`config.mk`:
```
export PLATFORM = sky130hd
export DESIGN_NAME = ext_r_gen_ipa
export DESIGN_NICKNAME = d
export VERILOG_FILES = /design/src/rtl/ext_r_gen_ipa.sv
export SDC_FILE = /design/constraint.sdc
export NUM_CORES = 1
export LEC_CHECK = 0
export CORE_MARGIN = 2
export CORE_UTILIZATION = 50
export DETAILED_ROUTE_END_ITERATION = 10
export HOLD_SLACK_MARGIN = 0.05
export MAX_ROUTING_LAYER = met4
export PLACE_DENSITY = 0.79
export SYNTH_ARGS = -nofsm -noshare
export SYNTH_HDL_FRONTEND = slang
export SYNTH_SLANG_ARGS = --single-unit
```
`constraint.sdc`:
```
create_clock -name clk_i -period 9 [get_ports clk_i]
set_input_delay 2.25 -clock clk_i [delete_from_list [all_inputs] [get_ports clk_i]]
set_output_delay 2.25 -clock clk_i [all_outputs]
set_load 0.05 [all_outputs]
```
`src/rtl/ext_r_gen_ipa.sv`:
```
// Purpose  : turns one AXI-style AR burst into single-word local memory reads and streams the words back as R beats.
// Latency  : AR handshake in cycle 0, memory request in cycle 1, first R beat in cycle 3 when granted at once; 1 beat/cycle sustained.
// Backpressure: at most 2 reads outstanding beyond the last R pop (in flight + buffered); mem_req is withheld until a pop frees a slot.
//
// Ports:
//   clk_i, rst_ni                   clock, synchronous active-low reset
//   ar_valid_i/ar_ready_o/ar_*_i    read request (id, byte address, len = beats-1, user)
//   mem_req_o/mem_addr_o/mem_gnt_i  word-aligned read request to local memory
//   mem_rvalid_i/mem_rdata_i/err_i  read response, exactly one cycle after the grant
//   master_*                        R beat stream (data, resp, user, id, last) towards the R buffer
module ext_r_gen_ipa #(
    parameter int ID_WIDTH   = 4,
    parameter int ADDR_WIDTH = 32,
    parameter int DATA_WIDTH = 64,
    parameter int USER_WIDTH = 6,
    parameter int STRB_WIDTH = DATA_WIDTH / 8
) (
    input  logic                  clk_i,
    input  logic                  rst_ni,
    input  logic                  ar_valid_i,
    output logic                  ar_ready_o,
    input  logic [ID_WIDTH-1:0]   ar_id_i,
    input  logic [ADDR_WIDTH-1:0] ar_addr_i,
    input  logic [7:0]            ar_len_i,
    input  logic [USER_WIDTH-1:0] ar_user_i,
    output logic                  mem_req_o,
    output logic [ADDR_WIDTH-1:0] mem_addr_o,
    input  logic                  mem_gnt_i,
    input  logic                  mem_rvalid_i,
    input  logic [DATA_WIDTH-1:0] mem_rdata_i,
    input  logic                  mem_err_i,
    output logic                  master_valid_o,
    output logic [DATA_WIDTH-1:0] master_data_o,
    output logic [1:0]            master_resp_o,
    output logic [USER_WIDTH-1:0] master_user_o,
    output logic [ID_WIDTH-1:0]   master_id_o,
    output logic                  master_last_o,
    input  logic                  master_ready_i
);

    localparam logic [ADDR_WIDTH-1:0] ADDR_STEP  = ADDR_WIDTH'(STRB_WIDTH);
    localparam logic [ADDR_WIDTH-1:0] ALIGN_MASK = ~(ADDR_STEP - ADDR_WIDTH'(1));

    typedef enum logic {
        IDLE  = 1'b0,
        BURST = 1'b1
    } state_t;

    typedef struct packed {
        logic [DATA_WIDTH-1:0] data;
        logic [1:0]            resp;
        logic                  last;
    } beat_t;

    state_t state, state_next;

    logic [ID_WIDTH-1:0]   id_q;
    logic [USER_WIDTH-1:0] user_q;
    logic [ADDR_WIDTH-1:0] addr_q;
    logic [7:0]            len_q;
    logic [7:0]            push_idx;
    logic [8:0]            req_left;
    logic [8:0]            beat_left;
    logic                  inflight;

    beat_t                 fifo_mem [2];
    logic                  rd_ptr;
    logic                  wr_ptr;
    logic [1:0]            occ;

    logic                  ar_fire;
    logic                  issue;
    logic                  push;
    logic                  pop;
    logic [2:0]            credit;
    beat_t                 head;

    assign ar_fire = ar_valid_i & ar_ready_o;
    assign pop     = master_valid_o & master_ready_i;
    // Only a response to a grant we actually made is accepted; this also drops a
    // response that straddles a reset, since inflight is cleared by it.
    assign push    = mem_rvalid_i & inflight;
    // Slots committed for the next cycle: the read in flight plus buffered beats,
    // minus the beat leaving now. Using pop here lets a full FIFO still issue at full rate.
    assign credit  = {2'b00, inflight} + {1'b0, occ} - {2'b00, pop};
    assign issue   = mem_req_o & mem_gnt_i;

    assign mem_req_o  = (state == BURST) && (req_left != 9'd0) && (credit < 3'd2);
    assign mem_addr_o = addr_q;

    assign head           = fifo_mem[rd_ptr];
    assign master_valid_o = (occ != 2'd0);
    assign master_data_o  = head.data;
    assign master_resp_o  = master_valid_o ? head.resp : 2'b00;
    assign master_last_o  = master_valid_o & head.last;
    assign master_id_o    = id_q;
    assign master_user_o  = user_q;

    always_ff @(posedge clk_i) begin
        if (!rst_ni) begin
            state <= IDLE;
        end else begin
            state <= state_next;
        end
    end

    always_comb begin
        state_next = state;
        ar_ready_o = 1'b0;
        case (state)
            IDLE: begin
                ar_ready_o = 1'b1;
                if (ar_valid_i) begin
                    state_next = BURST;
                end
            end
            BURST: begin
                if (pop && (beat_left == 9'd1)) begin
                    state_next = IDLE;
                end
            end
            default: state_next = IDLE;
        endcase
    end

    always_ff @(posedge clk_i) begin
        if (!rst_ni) begin
            id_q        <= '0;
            user_q      <= '0;
            addr_q      <= '0;
            len_q       <= '0;
            push_idx    <= '0;
            req_left    <= '0;
            beat_left   <= '0;
            inflight    <= 1'b0;
            fifo_mem[0] <= '0;
            fifo_mem[1] <= '0;
            rd_ptr      <= 1'b0;
            wr_ptr      <= 1'b0;
            occ         <= '0;
        end else begin
            inflight <= issue;

            if (ar_fire) begin
                id_q      <= ar_id_i;
                user_q    <= ar_user_i;
                addr_q    <= ar_addr_i & ALIGN_MASK;
                len_q     <= ar_len_i;
                push_idx  <= '0;
                req_left  <= {1'b0, ar_len_i} + 9'd1;
                beat_left <= {1'b0, ar_len_i} + 9'd1;
            end else begin
                if (issue) begin
                    addr_q   <= addr_q + ADDR_STEP;
                    req_left <= req_left - 9'd1;
                end
                if (pop) begin
                    beat_left <= beat_left - 9'd1;
                end
                if (push) begin
                    push_idx <= push_idx + 8'd1;
                end
            end

            // The issue rule guarantees a free slot whenever a response arrives.
            if (push) begin
                fifo_mem[wr_ptr] <= '{data: mem_rdata_i,
                                      resp: mem_err_i ? 2'b10 : 2'b00,
                                      last: (push_idx == len_q)};
                wr_ptr <= ~wr_ptr;
            end
            if (pop) begin
                rd_ptr <= ~rd_ptr;
            end
            occ <= occ + {1'b0, push} - {1'b0, pop};
        end
    end

endmodule

```
==> impl_results.md, run 1 <==
* Status: complete, no violations
* Fin Setup TNS at 0 ns
* Routed WL at 22.3 mm
* Fin. Hold Viols at 0
* Xor/xnor share of the synthesized area at about 5%
* Total CTS buffers at 23
* Starting Density at about half
* Logic gate share of total power at a little under a third
* Max Slew Vio Count at 0
* Sw Pwr at between 1 and 1.5 mW
* # nets final at approximately 1.2k
* Root Buffer: clkbuf_16
* Reg clk slew, reported paths at about 0.050 ns
* Crit path max fanout at 6
* Dominant cell type by area after synthesis: edfxtp_1
* MaxCap Viol Count at 0
* CP Data Required Time at ~6.8 ns
* Most frequent cell after synthesis: and2_1
* Clock buffer depth at 3
* Worst-Skew Late Latency at ~0.5 ns
* P_int at 2.10 mW
* Core box area at roughly 0.019 mm²
* Yosys reg bits at 212
* # DRC at 0
* Vias per cell at between 5 and 6
* HP Class: flip-flop to flip-flop
* DR WL/cell at ~16 µm
* Met1 Usage GRT at 27.2%
* FILL cells at 1446
* Critical path arrival at 5.02 ns
* Chip width at around 140 µm
* Setup crit start kind: input pin
* DIE HEIGHT at 144 µm
* Sequential Power Share at around 37%
* Syn-to-layout area delta at 33.3%
* Worst slew margin at 36.6%
* Post-route ant nets at 0
* Post-Synth Simple-Gate Area at 18.9%
* Share of cells above drive strength 1 at 11.7%
* First-pass GRT wire length at roughly 35 mm
* First-pass iteration count of the detailed router at 5
* GRT met3 Usage at 3.11%
* Post-synthesis adder-cell area fraction at under 10%
* Site Rows at 51
* Compound-gate portion of the synthesized area at between 7 and 8%
* Fraction of registers with async set/reset at 0%
* Setup Viol. Count Final at 0
* DPL Wire Length at 14.5 mm
* Post-synth EDFFs at ~130
* Slew @ Worst Pin at about 0.94 ns
* Pin count of the biggest net entering global routing at 67
* Seq/Total Area, Yosys at a little under three fifths
* Pwr Density at 240 mW/mm²
* Number of global-route vias before repair at ~7.1k
* Iteration-0 DRC Markers at roughly 490
* GPL Wtd Cong at ~0.84
* Synth top area cells: edfxtp_1 40%, dfxtp_1 16%, and2_1 8.6%, mux2_2 7.3%, xnor2_1 2.9%
* CTS tree: built
* Share of the synthesized area in the top cell type at 40.4%
* Post-synthesis instance total at between 800 and 900
* Synthesized area per cell at between 10 and 15 µm²
* RSZ-0062 raised after global routing: false
* Distinct cell type count after synthesis at 57
* Synth top cells by count: 135 x and2_1, 132 x edfxtp_1, 80 x dfxtp_1
* Power share of the clock group at between 30% and 40%
* Clock Skews at between 0.008 and 0.009 ns
* FF-to-FF setup slack at between 5 and 6 ns
* Synth Cell Area at 0.00981 mm²
* Largest family of logic cells by synthesized area: simple AND/OR/NAND/NOR gates
* Final std cells w/o fill at 1358
* Post_cts resized at 0
* Tmin final at a little over 7 ns
* Num Clock Sinks at between 200 and 250
* Grt total ovfl at 0
* Worst vdd ir at between 150 and 200 µV
* Die area at 0.0208 mm²
* Top-level I/O count at approximately 230
* Initial antenna violation count at 0
* Dpl cells at 1316
* Postcts setup bufs at 0
* LEAKAGE at ~4.8 nW
* Mux cell area share after synthesis at between 7 and 8%
* GR Util All Layers at between 20 and 25%
* M2 GR Usage at a little under two fifths
* Final period util at between 80% and 90%
* CP Class: input pin to output pin
* Top_reg_cell synth: edfxtp_1
* Switch share at between 30% and 40%
* Warnings, synthesis at 0
* Hold-fix buffers, CTS at 0
* I/O Buffers at ~230
* Maximum clock frequency at around 140 MHz
* H-tree lvl count at 1
* Vias at 7169
* Busiest metal layer after global routing: met2
* CP endpoint kind: output pin
sequential cells by signal, indices dropped and copies added (netlist names), named ones only:
| name | flops |
|---|---|
| push_idx | 8 |
| inflight | 1 |
| mem_addr_o | 29 |
| state | 1 |
| beat_left | 9 |
| master_id_o | 4 |
| req_left | 9 |
| occ | 2 |
| wr_ptr | 1 |
| rd_ptr | 1 |
| master_user_o | 6 |
| len_q | 8 |
| fifo_mem | 132 |
power by group through the flow:
stage	clock [mW]	sequential, mW	combinational [mW]
after floorplan	0	1.21	0.643
after global placement	0	1.17	0.980
after detailed placement	0	1.18	0.989
after CTS	1.01	1.16	0.994
after global routing	1.05	1.16	1.04
final	0.994	1.16	0.987
layout make-up:
class / count / area (µm²) / share of cell area (%)
tap: 265 / 332 / 2.54
clock inverter: 16 / 201 / 1.54
timing repair buffer: 235 / 2330 / 17.8
inverter: 15 / 56.3 / 0.431
clock buffer: 25 / 603 / 4.61
multi-input combinational: 589 / 3980 / 30.5
sequential: 212 / 5570 / 42.6
antenna: 1 / 2.50 / 0.0191
worst paths after layout:
path | startpoint | end | cells past startpoint
setup / recovery | master_ready_i | mem_req_o | 8
hold reg to reg | master_user_o[4]$_SDFFE_PN0P_ | master_user_o[4]$_SDFFE_PN0P_ | 2
hold / removal | master_user_o[4]$_SDFFE_PN0P_ | master_user_o[4]$_SDFFE_PN0P_ | 2
setup reg to reg | occ[1]$_SDFF_PN0_ | mem_addr_o[27]$_SDFFE_PN0P_ | 9
stage by stage:
| step | hold WS (ns) | setup WS [ns] | cell area, µm² | power (mW) | util, % |
|---|---|---|---|---|---|
| 5_1_grt | 0.474 | 1.58 | 13100 | 3.26 | 67.6 |
| 4_1_cts | 0.453 | 1.73 | 13100 | 3.16 | 67.6 |
| 6_report | 0.453 | 1.73 | 13100 | 3.14 | 67.6 |
| 3_5_place_dp | 0.447 | 1.78 | 12300 | 2.16 | 63.4 |
| 2_1_floorplan | 0.445 | 1.44 | 9820 | 1.85 | - |
| 3_3_place_gp | 0.441 | 1.77 | 12300 | 2.15 | 63.4 |
critical path: stages:
cell             delay [ns]
clkdlybuf4s50_1        0.50
o21ai_1                0.18
nor2_1                 0.22
o21ai_0                0.14
fa_1                   0.42
xnor2_2                0.25
and4_1                 0.25
clkdlybuf4s50_1        0.82
metal layers:
metal | share of wire (%) | routed length, µm
met1 | 43 | 9540
met2 | 49 | 11000
met3 | 6.5 | 1440
met4 | 1.3 | 299
met5 | 0 | 0
cells by family (layout without fill, tap and decap cells):
group / count (synthesis) / count (layout)
other: 1 / 5
multiplexers: 69 / 69
XOR/XNOR: 56 / 56
buffers and inverters: 71 / 291
flip-flops: 212 / 212
adder cells (fa/ha/maj): 8 / 8
AO/OA/AOI/OAI: 121 / 121
AND/OR/NAND/NOR: 331 / 331
layout by cell type (no fill, tap or decap), drive strengths merged, types with 25 or more instances in the layout:
master         netlist  routed
and2               136     136
mux2                64      64
nand2               69      69
dfxtp               80      80
clkbuf              45      25
xnor2               33      33
nor2                25      25
edfxtp             132     132
clkdlybuf4s50        0     225
o21ai               39      39
a21oi               55      55
(Power assumes the default switching activity.)
==> inputs of run 2 (changes only) <==
==> constraint.sdc (replaced) <==
create_clock -name clk_i -period 7.27 [get_ports clk_i]
set_input_delay 1.8175 -clock clk_i [delete_from_list [all_inputs] [get_ports clk_i]]
set_output_delay 1.8175 -clock clk_i [all_outputs]
set_load 0.05 [all_outputs]
==> run 2 against run 1 <==
- clock power about the same
- register-to-register slack worse by 1.8 ns
- utilization is 0.80 points lower
- combinational power is 21% higher
- via count up 0.53%
- power grew 17%
- global-route usage rose by 0.36 points
- final cell count fell by 0.15%
- largest power group unchanged
==> impl_results.md, run 2 (synthesized netlist as in run 1, its figures left out) <==
* DPL Wire Length at 14.8 mm
* Most common cell after layout, fill and taps aside: clkdlybuf4s50_1
* I/O Buffers at 225
* DR WL/cell at between 15 and 20 µm
* Ant. Diodes at 0
* Site Rows at slightly above 50
* Crit path max fanout at 6
* Maximum clock frequency at roughly 160 MHz
* P_int at 2.41 mW
* Fin. Hold Viols at 0
* Post_cts resized at 0
* Iteration-0 DRC Markers at roughly 400
* Chip width at 144 µm
* PnR Total Power at 3.68 mW
* Final std cells w/o fill at 1356
* Pwr Density at approximately 280 mW/mm²
* H-tree lvl count at 1
* Hold-fix buffers, CTS at 0
* CP endpoint kind: output pin
* Reg with most FFs: fifo_mem
* Setup crit start kind: input pin
* Routed WL at roughly 23 mm
* GPL Wtd Cong at between 0.8 and 0.9
* Tmin final at ~6.4 ns
* Vias per cell at about 5.3
* Share of cells above drive strength 1 at 11.4%
* Worst slew margin at between 30% and 40%
* Post-route ant nets at 0
* Initial antenna violation count at 0
* Max FFs per register at 132
* Grt total ovfl at 0
* Status: complete, no violations
* Most Frequent Cell on Critical Path: clkdlybuf4s50_1
* Syn-to-layout area delta at 31.7%
* LEAKAGE at roughly 4.7 nW
* Core box area at about 0.019 mm²
* Top-level I/O count at between 200 and 250
* Logic gate share of total power at around a third
* Sw Pwr at 1.27 mW
* GR Util All Layers at a little over a fifth
* MaxCap Viol Count at 0
* CP Data Required Time at 5.45 ns
* CP Class: input pin to output pin
* Most frequent cells in the layout: 225 x clkdlybuf4s50_1, 135 x and2_1, 132 x edfxtp_1
* First-pass iteration count of the detailed router at 5
* Critical path arrival at approximately 4.6 ns
* Fin Setup TNS at 0 ns
* Slowest cell on crit path: clkdlybuf4s50_1
* # DRC at 0
* Power share of the clock group at between 20% and 30%
* FF-to-FF setup slack at just under 4 ns
* Starting Density at 50.7%
* Switch share at between 30% and 40%
* Slew @ Worst Pin at ~1.0 ns
* CTS tree: built
* Setup Viol. Count Final at 0
* Non-Filler Cell Area, Final at 0.0129 mm²
* HP Class: flip-flop to flip-flop
* Final period util at 88.4%
* Sequential Power Share at between 30% and 40%
* # nets final at 1204
* First-pass GRT wire length at 35.2 mm
* Worst-Skew Late Latency at between 0.5 and 0.6 ns
* Postcts setup bufs at 0
* Number of global-route vias before repair at roughly 7k
* Area after DPL at approximately 0.012 mm²
* Die area at between 0.02 and 0.025 mm²
* Clock Skews at between 0.02 and 0.025 ns
* Sequence of cells on the critical path: clkdlybuf4s50_1, o21ai_1, nor2_1, o21ai_0, fa_1, xnor2_2, and4_1, clkdlybuf4s50_1
* Max incr delay on CP at 0.81 ns
* Root Buffer: clkbuf_16
* Num Clock Sinks at 212
* Clock buffer depth at 3
* Reg clk slew, reported paths at 0.06 ns
* Worst vdd ir at 219 µV
* Total CTS buffers at 22
* DIE HEIGHT at around 140 µm
* Vias at 7207
* Dpl cells at 1316
* Hold Slack at approximately 0.45 ns
* RSZ-0062 raised after global routing: false
* Max Slew Vio Count at 0
* Pin count of the biggest net entering global routing at 67
## run 2: worst paths after layout
check,depth (start not counted),startpoint,end
worst max-delay path,8,master_ready_i,mem_req_o
worst min-delay path,2,master_user_o[1]$_SDFFE_PN0P_,master_user_o[1]$_SDFFE_PN0P_
worst max register to register,9,occ[1]$_SDFF_PN0_,mem_addr_o[27]$_SDFFE_PN0P_
worst min register to register,2,master_user_o[1]$_SDFFE_PN0P_,master_user_o[1]$_SDFFE_PN0P_
## run 2: per-stage QoR
step	worst slack [ns]	utilization (%)
floorplan	0.140	-
detailed placement	0.848	63.4
global route	0.663	66.8
finish	0.841	66.8
global placement	0.913	63.4
CTS	0.832	66.8
## run 2: cell type report
class | count | area, µm²
fillers | 1498 | 6420
flip-flops and latches | 212 | 5570
multi-input cells | 589 | 3980
repair buffers | 235 | 2330
clock buffers | 32 | 602
well taps | 265 | 332
inverters | 15 | 56.3
clock inverters | 8 | 50.0
## run 2: worst max-delay path, delay by kind of cell
kind | cells | cell delay [ns]
xor+xnor | 1 | 0.22
buf+inv | 2 | 1.32
compound gates | 2 | 0.34
fa+ha+maj | 1 | 0.42
simple gates | 2 | 0.48
## run 2: layer usage
metal	GRT usage (%)	wire length, µm
met1	27.3	9610
met2	37.8	11000
met3	3.64	1640
met4	4.85	377
met5	-	0
## run 2: power groups by stage
stage	clock network (mW)	logic (mW)	registers [mW]
after detailed placement	0	1.19	1.49
after CTS	1.04	1.20	1.47
final	1.02	1.19	1.46
after global placement	0	1.18	1.49
after floorplan	0	0.796	1.50
after global routing	1.09	1.26	1.48
==> RTL change 1, RTL diff (config.mk and constraints of run 1) <==
Reset style: asynchronous (`rst_ni`), changed in 2 clocked blocks. Comments in the files are not updated.
--- a/src/rtl/ext_r_gen_ipa.sv
+++ b/src/rtl/ext_r_gen_ipa.sv
@@ -96,7 +96,7 @@
     assign master_id_o    = id_q;
     assign master_user_o  = user_q;
 
-    always_ff @(posedge clk_i) begin
+    always_ff @(posedge clk_i or negedge rst_ni) begin
         if (!rst_ni) begin
             state <= IDLE;
         end else begin
@@ -123,7 +123,7 @@
         endcase
     end
 
-    always_ff @(posedge clk_i) begin
+    always_ff @(posedge clk_i or negedge rst_ni) begin
         if (!rst_ni) begin
             id_q        <= '0;
             user_q      <= '0;
Function: differs if rst_ni is asserted again (counterexample within 4 cycles, from zero or initial values and one cycle with rst_ni low); with rst_ni held inactive, the same outputs for 4 cycles.
==> RTL change 1 against run 1 <==
Via count unchanged; clock skew decreased by 0.00072 ns; wire length is 4.1% higher; setup slack got worse by 0.11 ns; synthesized cell count fell by 3.5%; synthesized area increased by 1.1%; non-clock buffer count fell by 3; count of clock-buffer cells in the layout up 8; sequential cell count is 1 lower; cell count fell by 2.1%; cell area up 0.20%.
Power is not compared: it rests on default switching activity, and its combinational part moved more than twofold at a synthesized area within 25%.
==> RTL change 1: results (changes against run 1) <==
| Metric | Value |
|---|---|
| Clk pin slew, worst setup/hold paths | 0.06 ns |
| First-pass GRT wire length | 36600 um (+5.8%) |
| VDD IR-drop max | 311 uV |
| Post-place instance area | 12400 um2 (+0.90%) |
| CTS H-Tree Depth | 1 (unchanged) |
| Initial antenna violation count | 2 (+2) |
| Synth area leaders | dfrtp_1, mux2_2, nand2_1, xor2_1, o21ai_0 |
| Async S/R FF share, synth | 100% (+100 points) |
| Post-CTS Setup Bufs | 0 (unchanged) |
| Switching Share | 43.8% |
| Reg2reg path depth | 10 (+1) |
| CP arrival | 5.13 ns (+0.11 ns) |
| Outcome | completed |
| Initial DRC count | 487 (-0.81%) |
| Final nets | 1180 (-2.1%) |
| Utilization after layout | 67.3% (-0.31 points) |
| Hold Path Depth | 2 (unchanged) |
| Number of global-route vias before repair | 7224 (+1.9%) |
| Worst path max stage delay | 0.86 ns (+0.04 ns) |
| Via-to-Cell Ratio | 5.39 (+2.1%) |
| Largest net degree at the start of global routing | 130 (+94%) |
| Post-synthesis sequential area ratio | 53.3% (-3.5 points) |
| Commonest register cell after synthesis | dfrtp_1 |
| CP top delay family | buffers and inverters |
| Routability congestion estimate | 0.868 (+3.8%) |
| Largest register FFs | 132 (unchanged) |
| Hold Startpoint | master_user_o[1] |
| DPL Wire Length | 15400 um (+6.5%) |
| Top layer reached by signal wires | met4 |
| CP max FO | 12 (+6) |
| Count of cell types in the netlist | 45 (-21%) |
| Yosys warning total | 0 (unchanged) |
| Met3 wire length | 1060 um (-26%) |
| Reg2reg start | occ[1] |
| Worst Setup SP | master_ready_i |
| Num CTS Buffers | 23 (unchanged) |
| PortBufs | 225 (unchanged) |
| DR WL met2 | 11300 um (+2.6%) |
| Post-synth top cells | dfrtp_1, mux2_2, nand2_1 |
| Skew final | 0.00770 ns (-0.000722 ns) |
| Leak | 5.64 nW |
| Slowest CP cell | clkdlybuf4s50_1 |
| Worst hold path class | flop to flop |
| Reg with most FFs | fifo_mem |
| Clock tree root driver cell | clkbuf_16 |
| Worst-skew pair later-pin latency | 0.49 ns |
| Mean routed wirelength per cell | 17.4 um (+6.3%) |
| Total GRT Usage | 22.5% (+0.91 points) |
| Post-CTS sizing | 0 (unchanged) |
| Fill count | 1485 (+2.7%) |
| Drt first pass iters | 4 (-1) |
| M1 wire length | 9980 um (+4.6%) |
| CTS max path bufs | 3 (unchanged) |
| Least-Margin Pin Slew | 1.04 ns (+0.0979 ns) |
| Share of cells above drive strength 1 | 23.2% (+12 points) |
## RTL change 1: cell types whose count changed in the layout (fill, tap and decap cells not counted), sizes merged, moves of 17 or more
cell,change
dfrtp,+211
xnor2,-20
and2,-131
mux2,+131
dfxtp,-80
edfxtp,-132
nand2,+28
nor3,-17
a21oi,-36
## RTL change 1: kinds of logic (layout without fill, tap and decap cells)
| logic type | after synthesis | in the layout | synth area share [%] |
|---|---|---|---|
| AO/OA/AOI/OAI | 81 | 81 | 4.65 |
| XOR/XNOR | 51 | 51 | 4.51 |
| adder cells (fa/ha/maj) | 8 | 8 | 1.09 |
| buffers and inverters | 59 | 280 | 2.56 |
| flip-flops | 211 | 211 | 53.3 |
| multiplexers | 197 | 197 | 22.4 |
| other | 1 | 6 | 0.0378 |
| AND/OR/NAND/NOR | 231 | 231 | 11.5 |
## RTL change 1: final cells by class
class / instances / area share (%)
Antenna cell: 2 / 0.0382
Clock buffer: 33 / 5.14
Clock inverter: 4 / 0.344
Inverter: 11 / 0.315
Multi-Input combinational cell: 572 / 33.7
Sequential cell: 211 / 40.3
Tap cell: 265 / 2.53
Timing Repair Buffer: 232 / 17.6
## RTL change 1: final timing paths
check / slack [ns] / to
worst max register to register: 5.41 / mem_addr_o[27]
worst min register to register: 0.48 / master_user_o[1]
max in group asynchronous: 5.42 / fifo_mem[104]
worst min-delay path: 0.48 / master_user_o[1]
min in group asynchronous: 1.93 / master_user_o[5]
worst max-delay path: 1.62 / mem_req_o
## RTL change 1: stage by stage
stage	power, W	setup WS [ns]	instances
final	0.00548	1.62	1330
after global routing	0.00576	1.44	1330
after CTS	0.00553	1.60	1328
after detailed placement	0.00460	1.65	1291
after global placement	0.00453	1.72	1291
after floorplan	0.00368	2.04	842
## RTL change 1: worst min-delay path: stages (launching register included)
cell,delay [ns]
dfrtp_1,0.34
nand2_1,0.05
nand2_1,0.06
## RTL change 1: power groups by stage
stage	clock (W)	combinational, W	sequential (W)
6_report	0.000905	0.00289	0.00169
5_1_grt	0.000963	0.00305	0.00175
4_1_cts	0.000926	0.00291	0.00169
3_5_place_dp	0	0.00290	0.00170
3_3_place_gp	0	0.00286	0.00167
2_1_floorplan	0	0.00176	0.00192
## RTL change 1: metal layers
metal  global-route usage, %  vias up
li1                        -     3383
met1                    29.3     3550
met2                    36.0      184
met3                    3.39       52
met4                    8.23        0
met5                       -        -
==> RTL change 2, RTL diff (settings of run 1) <==
Without the edit above. Change the parameter `ADDR_WIDTH` from 32 to 48.
--- a/src/rtl/ext_r_gen_ipa.sv
+++ b/src/rtl/ext_r_gen_ipa.sv
@@ -10,7 +10,7 @@
 //   master_*                        R beat stream (data, resp, user, id, last) towards the R buffer
 module ext_r_gen_ipa #(
     parameter int ID_WIDTH   = 4,
-    parameter int ADDR_WIDTH = 32,
+    parameter int ADDR_WIDTH = 48,
     parameter int DATA_WIDTH = 64,
     parameter int USER_WIDTH = 6,
     parameter int STRB_WIDTH = DATA_WIDTH / 8
Ports: changed (resized ar_addr_i and mem_addr_o); port bits go from 233 to 265. No check against the original RTL was run, so the function may have changed too.
==> RTL change 2 against run 1 <==
Maximum frequency fell by 4.9%; setup slack got worse by 0.37 ns; sequential cell count rose by 16; clock skew rose by 0.0050 ns; cell area rose by 10%; combinational power fell by 25%; critical path type unchanged; via count rose by 22%; sequential power rose by 5%; largest cell class unchanged; wire length rose by 27%; synthesized area rose by 11%; total power fell by 5.4%; worst hold slack got worse by 0.00081 ns; critical endpoint unchanged.
==> RTL change 2: results (changes against run 1) <==
| Metric | Value |
|---|---|
| Outcome | completed |
| First-pass GRT wire length | 43500 um (+26%) |
| Post-synth top cells | and2_1, edfxtp_1, dfxtp_1 |
| Largest net degree at the start of global routing | 93 (+39%) |
| Number of global-route vias before repair | 8586 (+21%) |
| Setup CP Type | input port to primary output |
| Flop2flop setup slack | 5.24 ns (-0.46 ns) |
| Largest register FFs | 132 (unchanged) |
| Worst path max stage delay | 0.86 ns (+0.04 ns) |
| VDD IR-drop max | 133 uV (-30%) |
| Synth area leaders | edfxtp_1, dfxtp_1, and2_1, mux2_2, nand2_1 |
| Routability congestion estimate | 0.879 (+5.1%) |
| Initial DRC count | 524 (+6.7%) |
| Initial antenna violation count | 3 (+3) |
| PortBufs | 257 (+14%) |
| Drt first pass iters | 5 (unchanged) |
| Worst hold path class | flop to flop |
| Share of cells above drive strength 1 | 9.15% (-2.6 points) |
| CP top delay family | buffers and inverters |
| Via-to-Cell Ratio | 5.61 (+6.3%) |
| Leak | 5.16 nW (+8.3%) |
| Num CTS Buffers | 24 (+4.3%) |
| Post-CTS Setup Bufs | 0 (unchanged) |
| Post-CTS sizing | 0 (unchanged) |
| Reg with most FFs | fifo_mem |
| Total GRT Usage | 24.6% (+3.0 points) |
| Drt total wl | 28200 um (+27%) |
| Final nets | 1406 (+17%) |
| Reg2reg end | mem_addr_o[25] |
| Skew final | 0.0134 ns (+0.00501 ns) |
| Count of cell types in the netlist | 55 (-3.5%) |
| EDFF count, synth | 132 (unchanged) |
| Async S/R FF share, synth | 0% (unchanged) |
| Worst-skew pair later-pin latency | 0.52 ns (+0.02 ns) |
| CP arrival | 5.40 ns (+0.38 ns) |
| Relative slew slack | 28.4% (-8.2 points) |
| Crit path capture | mem_req_o |
| CTS H-Tree Depth | 1 (unchanged) |
| DPL Wire Length | 18900 um (+30%) |
| CTS max path bufs | 3 (unchanged) |
| Reg2reg start | occ[1] |
| CP max FO | 15 (+9) |
| Post-synthesis sequential area ratio | 54.1% (-2.6 points) |
| Worst Setup SP | master_ready_i |
==> RTL change 2: logic make-up (layout without fill, tap and decap cells) <==
family                   count (synthesis)  count (layout)  synth area share, %
multiplexers                            66              66                 6.81
buffers and inverters                   84             324                 3.05
AND/OR/NAND/NOR                        430             430                 21.8
AO/OA/AOI/OAI                          182             182                 10.2
flip-flops                             228             228                 54.1
XOR/XNOR                                37              37                 2.98
adder cells (fa/ha/maj)                  8               8                0.990
other                                    1               8               0.0345
==> RTL change 2: metrics by stage <==
step	utilization (%)	instance area [um2]	hold slack (ns)	instances	worst slack (ns)
global route	68.2	14400	0.474	1557	1.15
global placement	64.3	13600	0.441	1510	1.43
detailed placement	64.3	13600	0.446	1510	1.43
CTS	68.1	14400	0.454	1554	1.36
finish	68.2	14400	0.452	1558	1.35
floorplan	-	10900	0.448	1039	1.43
==> RTL change 2: cell type report <==
class                           count  area (um2)
Fill cell                        1632        6730
Sequential cell                   228        5890
Multi-Input combinational cell    727        4700
Timing Repair Buffer              265        2630
Clock buffer                       29         619
Tap cell                          275         344
Clock inverter                     15         179
Inverter                           15        56.3
Antenna cell                        4        10.0
==> RTL change 2: where the power goes <==
part / leakage, nW / switching, W / internal [W] / total (W)
Combinational: 2.61 / 0.000458 / 0.000284 / 0.000742
Sequential: 2.15 / 0.0000509 / 0.00117 / 0.00122
Clock: 0.390 / 0.000404 / 0.000605 / 0.00101
==> RTL change 2: how the worst min path moves through the flow <==
stage                startpoint                to  slack [ns]  cells after the start
2_1_floorplan          len_q[0]          len_q[0]        0.45                      2
3_3_place_gp   master_user_o[4]  master_user_o[4]        0.44                      2
3_5_place_dp   master_user_o[2]  master_user_o[2]        0.45                      2
4_1_cts        master_user_o[2]  master_user_o[2]        0.45                      2
5_1_grt        master_user_o[2]  master_user_o[2]        0.47                      2
6_report         master_id_o[1]    master_id_o[1]        0.45                      2
==> RTL change 2: per-layer routing <==
metal  up-vias  track usage (%)  part of all wire, %
li1       4239                -                    -
met1      4148             29.7                   41
met2       307             41.1                   48
met3        48             6.14                  8.5
met4         0             6.68                  2.5
met5         -                -                    0
==> RTL change 2: tightest hold or removal path, cell delays in order (launching register included) <==
cell,delay [ns]
dfxtp_1,0.31
nand2_1,0.05
a21oi_1,0.05
